`src/rtl/map_checkpoint_buffer_pkg.sv`:
```
// Shared rename types: map snapshot layout and checkpoint tag width.
// Imported by the checkpoint buffer and the map table.
package map_checkpoint_buffer_pkg;

    localparam int unsigned NUM_CKPT  = 4;
    localparam int unsigned ARCH_REGS = 32;
    localparam int unsigned PREG_W    = 7;
    localparam int unsigned TAG_W     = $clog2(NUM_CKPT);

    typedef logic [PREG_W-1:0]         preg_t;
    typedef preg_t [0:ARCH_REGS-1]     map_t;
    typedef logic [TAG_W-1:0]          ckpt_tag_t;
    typedef logic [TAG_W:0]            ckpt_cnt_t;

    // Architectural register i maps to physical register i out of reset.
    function automatic map_t identity_map();
        map_t m;
        for (int i = 0; i < ARCH_REGS; i++) begin
            m[i] = preg_t'(i);
        end
        return m;
    endfunction

endpackage

```
`src/rtl/map_checkpoint_buffer.sv`:
```
// Branch checkpoint buffer: snapshots the speculative map per branch in program
// order and replays the snapshot to the map table on a mispredict.
module map_checkpoint_buffer
    import map_checkpoint_buffer_pkg::*;
(
    input  logic      clk,
    input  logic      reset,
    input  logic      branch_valid,
    input  map_t      map_in,
    output ckpt_tag_t ckpt_tag,
    output logic      ckpt_full,
    output logic      ckpt_empty,
    input  logic      resolve_valid,
    input  ckpt_tag_t resolve_tag,
    input  logic      resolve_mispredict,
    output logic      mispredict,
    output map_t      re_map
);

    map_t                snap_q [NUM_CKPT];
    map_t                snap_d [NUM_CKPT];
    logic [NUM_CKPT-1:0] live_q, live_d;
    logic [NUM_CKPT-1:0] done_q, done_d;
    ckpt_tag_t           head_q, head_d;
    ckpt_tag_t           tail_q, tail_d;
    ckpt_cnt_t           count_q, count_d;

    logic      restore;
    logic      correct;
    logic      alloc;
    logic      free;
    ckpt_tag_t restore_age;

    always_comb begin
        restore     = resolve_valid && resolve_mispredict && live_q[resolve_tag];
        correct     = resolve_valid && !resolve_mispredict && live_q[resolve_tag];
        alloc       = branch_valid && !ckpt_full && !restore;
        free        = live_q[head_q] && done_q[head_q] && !restore;
        // Age of the mispredicted slot relative to the oldest live checkpoint.
        restore_age = resolve_tag - head_q;
    end

    always_comb begin
        live_d  = live_q;
        done_d  = done_q;
        head_d  = head_q;
        tail_d  = tail_q;
        count_d = count_q;
        for (int k = 0; k < NUM_CKPT; k++) begin
            snap_d[k] = snap_q[k];
        end

        if (restore) begin
            // Squash the mispredicted slot and everything younger than it.
            for (int k = 0; k < NUM_CKPT; k++) begin
                if (ckpt_tag_t'(ckpt_tag_t'(k) - head_q) >= restore_age) begin
                    live_d[k] = 1'b0;
                    done_d[k] = 1'b0;
                end
            end
            tail_d  = resolve_tag;
            count_d = ckpt_cnt_t'(restore_age);
        end else begin
            if (correct) begin
                done_d[resolve_tag] = 1'b1;
            end
            if (free) begin
                live_d[head_q] = 1'b0;
                done_d[head_q] = 1'b0;
                head_d         = head_q + ckpt_tag_t'(1);
            end
            if (alloc) begin
                snap_d[tail_q] = map_in;
                live_d[tail_q] = 1'b1;
                done_d[tail_q] = 1'b0;
                tail_d         = tail_q + ckpt_tag_t'(1);
            end
            if (alloc && !free) begin
                count_d = count_q + ckpt_cnt_t'(1);
            end else if (free && !alloc) begin
                count_d = count_q - ckpt_cnt_t'(1);
            end
        end
    end

    always_ff @(posedge clk or posedge reset) begin
        if (reset) begin
            live_q  <= '0;
            done_q  <= '0;
            head_q  <= '0;
            tail_q  <= '0;
            count_q <= '0;
            for (int k = 0; k < NUM_CKPT; k++) begin
                snap_q[k] <= identity_map();
            end
        end else begin
            live_q  <= live_d;
            done_q  <= done_d;
            head_q  <= head_d;
            tail_q  <= tail_d;
            count_q <= count_d;
            for (int k = 0; k < NUM_CKPT; k++) begin
                snap_q[k] <= snap_d[k];
            end
        end
    end

    // Restore path is combinational so the map table recovers on this edge.
    always_comb begin
        ckpt_tag   = tail_q;
        ckpt_full  = (count_q == ckpt_cnt_t'(NUM_CKPT));
        ckpt_empty = (count_q == '0);
        mispredict = restore;
        re_map     = snap_q[resolve_tag];
    end

endmodule

```
`config.mk`:
```
export PLATFORM = sky130hd
export DESIGN_NAME = map_checkpoint_buffer
export DESIGN_NICKNAME = d
export VERILOG_FILES = /design/src/rtl/map_checkpoint_buffer_pkg.sv /design/src/rtl/map_checkpoint_buffer.sv
export SDC_FILE = /design/constraint.sdc
export NUM_CORES = 2
export LEC_CHECK = 0
export CAP_MARGIN = 20
export CORE_MARGIN = 2
export CORE_UTILIZATION = 61
export DETAILED_ROUTE_END_ITERATION = 7
export PLACE_DENSITY = 0.91
export SLEW_MARGIN = 20
export SYNTH_ARGS = -nofsm -noshare
export SYNTH_HDL_FRONTEND = slang
export SYNTH_SLANG_ARGS = --single-unit
```
`constraint.sdc`:
```
create_clock -name clk -period 49.6 [get_ports clk]
set_clock_uncertainty 0.2 [all_clocks]
set_input_delay 7.44 -clock clk [delete_from_list [all_inputs] [get_ports clk]]
set_output_delay 7.44 -clock clk [all_outputs]
set_load 0.03 [all_outputs]
```
==> run_results.csv <==
group,metric,value,unit
yosys,synthTopCellsByArea,"dfrtp_1 (36%), mux2_2 (21%), dfstp_2 (21%)",
sta,relSlewSlack,20.1,%
run,cap_viol_max_count,0,
setup_path,worstPathArrival,11.02,ns
drt,postRouteWirelength,95.5,mm
grt,gr-total-overflow,0,
setup_path,startpoint_type,"primary input",
final_layout,num-fill-cells,3634,
clocking,cts_buffer_depth,3,
yosys,ys_seq_area_share,57.0,%
final_layout,layout.nets,2970,
sta,worstMarginPinSlew,1.20,ns
yosys,synth-compound-area-share,0.452,%
yosys,yosys_warnings,0,
clocking,cts_made_buffers,94,
yosys,synth_cells,2295,
sta,setup_viol,0,
die,start_util,61.8,%
drt,wire_per_inst,25.9,µm
drt,route.detailed.drc,0,
worst_hold_path,hold_class,"reg -> reg",
yosys,synth_edf_count,0,
placement,dp_hpwl,57.5,mm
sta,maxSlewViolCount,0,
clocking,clk_root_buffer_cell,"clkbuf_16",
yosys,synthAdderAreaFrac,0.517,%
grt,grt_usage,28.0,%
yosys,ys_ff_latch,911,
yosys,synth_top_family_by_area,"multiplexers",
pwr,power.leakage,0.0203,µW
sta,fin_crit_sh,37.6,%
final_layout,area_delta_synth_final,20.6,%
die,die_w,262,µm
drt,viasPerCell,6.11,
grt,grt_pass1_vias,25400,
die,core_area,0.0659,mm²
drt,ant_nets,0,
pwr,finalPower,3540,µW
placement,place.gp.congestion,0.770,
clocking,post_cts_buffers,0,
placement,placed_cells,3489,
die,dieArea,0.0688,mm²
die,dieHeight,262,µm
sta,final_hold_viol_count,0,
final_layout,instances_no_fill,3684,
drt,drt_iter0_markers,1422,
setup_path,cp_max_fo,60,
final_layout,finalInstanceArea,0.0491,mm²
pwr,ir_drop,0.0000419,V
yosys,yosysTopAreaCellShare,36.4,%
grt,busiest_layer,"met2",
yosys,synth-xor-area-share,0.108,%
clocking,clk_latency,0.63,ns
placement,port_buffers,459,
clocking,cts_sinks,911,
yosys,netlist_area,0.0407,mm²
grt,antenna_found_initial,21,
final_layout,final-seq-area,0.0232,mm²
yosys,synthArstFlopShare,100,%
pwr,power_density,72.2,mW/mm²
yosys,muxShareOfSynthArea,38.8,%
setup_path,crit_path_end_kind,"output pin",
placement,place_area,0.0457,mm²
yosys,synth_top_cell_by_area,"dfrtp_1",
clocking,cts.htree.levels,3,
grt,grt_max_degree,209,
grt,use_met1,35.0,%
clocking,cts_tree,"built",
die,io-pin-count,460,
grt,grt_util_met3,7.43,%
final_layout,multi_input_area,0.0165,mm²
final_layout,drive_above_1_share,58.1,%
sta,period_minus_slack,18.66,ns
sta,setup_tns,0,ns
grt,grt_pass1_wl,151,mm
drt,drt_pass1_iterations,5,
yosys,synthesis.nets,2541,
setup_path,worstSetupPathType,"in -> out",
setup_path,required,41.96,ns
sta,rsz0062_at_grt,"false",
grt,met2_usage,46.5,%
clocking,cts_hold_buf,0,
clocking,clk_pin_slew,0.06,ns
yosys,synth_simple_gate_area_share,0.597,%
yosys,synth_flop_cell,"dfrtp_1",
sta,fmaxAchievable,53.6,MHz
yosys,avgSynthCellArea,17.7,µm²
die,rows,94,
final_layout,final_util,74.5,%
clocking,cts_resized,0,
status,outcome,"completed",
yosys,synth.distinct_cells,42,
drt,vias,22500,
## critical path: stages
cell and delay, ns:
buf_8 0.49, buf_4 0.85, buf_4 0.88, mux4_2 0.61
clkdlybuf4s50_1 0.68
## cell families (layout without fill, tap and decap cells)
kind of cell | after synthesis | count (layout)
compound gates | 27 | 27
simple gates | 46 | 46
xor+xnor | 5 | 5
buf+inv | 164 | 675
mux | 1127 | 1127
fa+ha+maj | 15 | 15
other cells | 0 | 14
flops | 911 | 911
## layer usage
layer | up-vias | part of all wire (%) | routed length (µm)
li1 | 9471 | - | -
met1 | 12100 | 38 | 36600
met2 | 712 | 51 | 49100
met3 | 206 | 6.7 | 6360
met4 | 12 | 3.5 | 3380
met5 | - | 0.073 | 70
## sequential cells by signal (all words and copies together) (netlist names)
name,cells
done_q,4
snap_q,896
live_q,4
count_q,3
head_q,2
ckpt_tag,2
## where the power goes
| part | internal, µW | switching [µW] |
|---|---|---|
| clock network | 435 | 295 |
| registers | 1220 | 214 |
| logic | 764 | 613 |
| total | 2420 | 1120 |
## worst paths after layout
kind | startpoint | end | slack (ns) | depth (start not counted)
worst max-delay path | resolve_tag[0] | re_map[146] | 30.94 | 5
worst min-delay path | snap_q[279] | snap_q[279] | 0.30 | 1
worst max register to register | live_q[0] | snap_q[209] | 45.00 | 8
worst min register to register | snap_q[279] | snap_q[279] | 0.30 | 1
max in group asynchronous | reset | snap_q[308] | 39.40 | 6
min in group asynchronous | reset | snap_q[607] | 7.17 | 2
## stage by stage
step	hold WS, ns	setup slack, ns
floorplan	0.272	16.88
global placement	0.281	30.79
detailed placement	0.287	30.79
CTS	0.302	30.77
global route	0.310	30.52
finish	0.298	30.94
## layout by cell type, fill, tap and decap left out, types with 3 or more instances in the layout
cell / Yosys / final
and3_1: 4 / 4
buf_16: 0 / 3
clkinvlp_4: 0 / 5
clkbuf_1: 21 / 30
buf_4: 46 / 18
clkbuf_8: 0 / 20
dfrtp_1: 591 / 591
mux2_4: 150 / 150
diode_2: 0 / 14
bufinv_16: 0 / 8
fa_1: 3 / 3
dfstp_2: 320 / 320
mux4_2: 226 / 226
mux2_2: 747 / 747
clkinv_8: 0 / 3
buf_12: 0 / 4
ha_1: 12 / 12
xnor2_1: 3 / 3
mux2i_1: 4 / 4
clkinv_2: 0 / 11
clkbuf_16: 0 / 97
nand3_1: 3 / 3
o21ai_0: 8 / 8
and2_1: 6 / 5
clkdlybuf4s50_1: 0 / 457
nand2_1: 13 / 12
inv_6: 0 / 3
nor2_1: 6 / 6
inv_1: 11 / 10
a21oi_1: 8 / 8
## synthesized netlist by cell type (4+ instances only)
cell      count
mux2_2      747
dfrtp_1     591
dfstp_2     320
mux4_2      226
mux2_4      150
buf_2        52
buf_4        46
buf_6        21
clkbuf_1     21
buf_1        13
nand2_1      13
ha_1         12
inv_1        11
a21oi_1       8
o21ai_0       8
and2_1        6
nor2_1        6
and3_1        4
mux2i_1       4
## area by class of cell
type                    instances  area share (%)
repair buffers                486            10.0
well taps                     864            2.20
inverters                      11           0.110
multi-input cells            1220            33.6
clock buffers                 147            5.74
flip-flops and latches        911            47.3
clock inverters                31           0.900
diodes                         14          0.0714
Power figures use the tool's default switching activity.
==> RTL edit (same flow settings) <==
The package constant `NUM_CKPT` goes from 4 to 2.
--- a/src/rtl/map_checkpoint_buffer_pkg.sv
+++ b/src/rtl/map_checkpoint_buffer_pkg.sv
@@ -3,5 +3,5 @@
 package map_checkpoint_buffer_pkg;
 
-    localparam int unsigned NUM_CKPT  = 4;
+    localparam int unsigned NUM_CKPT  = 2;
     localparam int unsigned ARCH_REGS = 32;
     localparam int unsigned PREG_W    = 7;
Ports: changed (resized ckpt_tag and resolve_tag); port bits go from 460 to 458. The function was not compared with the original's and may differ.
==> RTL edit against the unedited design <==
- power down 44%
- global-route usage up 2.1 points
- design area down 46%
- setup slack better by 0.83 ns
- routed wire length down 46%
- sequential cell count down 455
- area after synthesis down 51%
- sequential share of layout area down 3.6 points
- largest power group is now combinational logic
==> RTL edit: results (changes against the unedited design) <==
run status finished clean; total CTS buffers 47 (-50%); mux contribution to synthesized area 0.381 (-0.00763); final net count 1930 (-35%); Pleak 0.0108 µW (-47%); crit path DAT 10.19 ns (-0.83 ns); R2R cell count 6 (-2); initial antenna violation count 7 (-67%); maximum VDD drop 52.8 µV (+26%); Overall Global Routing Usage 0.301 (+0.0209); reg2reg setup slack 46.26 ns (+1.26 ns); first drt pass iteration count 4 (-1); Largest register FFs 448 (-50%); reg2reg end snap_q[153]; f_max 0.0561 GHz (+4.7%); DP Cell Count 2091 (-40%); number of I/O port buffers 457 (-0.44%); worst stage delay on the critical path 0.85 ns (-0.03 ns); Critical Path Fanout Max 102 (+70%); worst setup path start resolve_tag; clk_lat worst skew 0.54 ns (-0.09 ns); area share of fa/ha/maj cells after synthesis 0.00125 (-0.00392); H-tree depth 2 (-1); fraction of layout cells with a size suffix above 1 0.430 (-0.151); Post-Syn Nets 1484 (-42%); synth top area cells dfrtp_1, mux2_2, dfstp_2; Hold EP snap_q[189]; share of the yosys chip area belonging to registers 0.580 (+0.00995); top cells by count, synth mux2_2, dfrtp_1, mux2_1, dfstp_2, buf_2; Initial DRC Count 457 (-68%); Worst Hold Launch snap_q[189]; Synth Area in Compound Gates 0.00638 (+0.00186); final hold slack 0.287 ns (-0.0115 ns); pin count of the biggest net entering global routing 150 (-28%); max_slew headroom 0.312 (+0.111)
## RTL edit: per-layer routing
metal  global-route usage  up-vias  wire length [µm]
met2                0.519      479             26000
met3               0.0698      156              3430
li1                     -     5433                 -
met1                0.343     6378             19000
met4                0.173        0              3120
met5                    0        -                 0
## RTL edit: power groups by stage
stage               Sequential, µW  Clock (µW)  Combinational [µW]
finish                         729         391                 858
detailed placement             723           0                 851
global route                   747         413                 904
global placement               710           0                 829
floorplan                      677           0                 584
CTS                            726         396                 865
## RTL edit: logic make-up after synthesis
group,after synthesis
AO/OA/AOI/OAI,18
XOR/XNOR,1
adder cells (fa/ha/maj),2
buffers and inverters,80
flip-flops,456
multiplexers,677
AND/OR/NAND/NOR,18
## RTL edit: layout make-up
class                   instances  area, µm²
diodes                          7       17.5
clock buffers                  69       1400
clock inverters                19        340
fillers                      1671       5900
inverters                       6       35.0
multi-input cells             716       7900
flip-flops and latches        456      11600
well taps                     442        553
repair buffers                471       4690
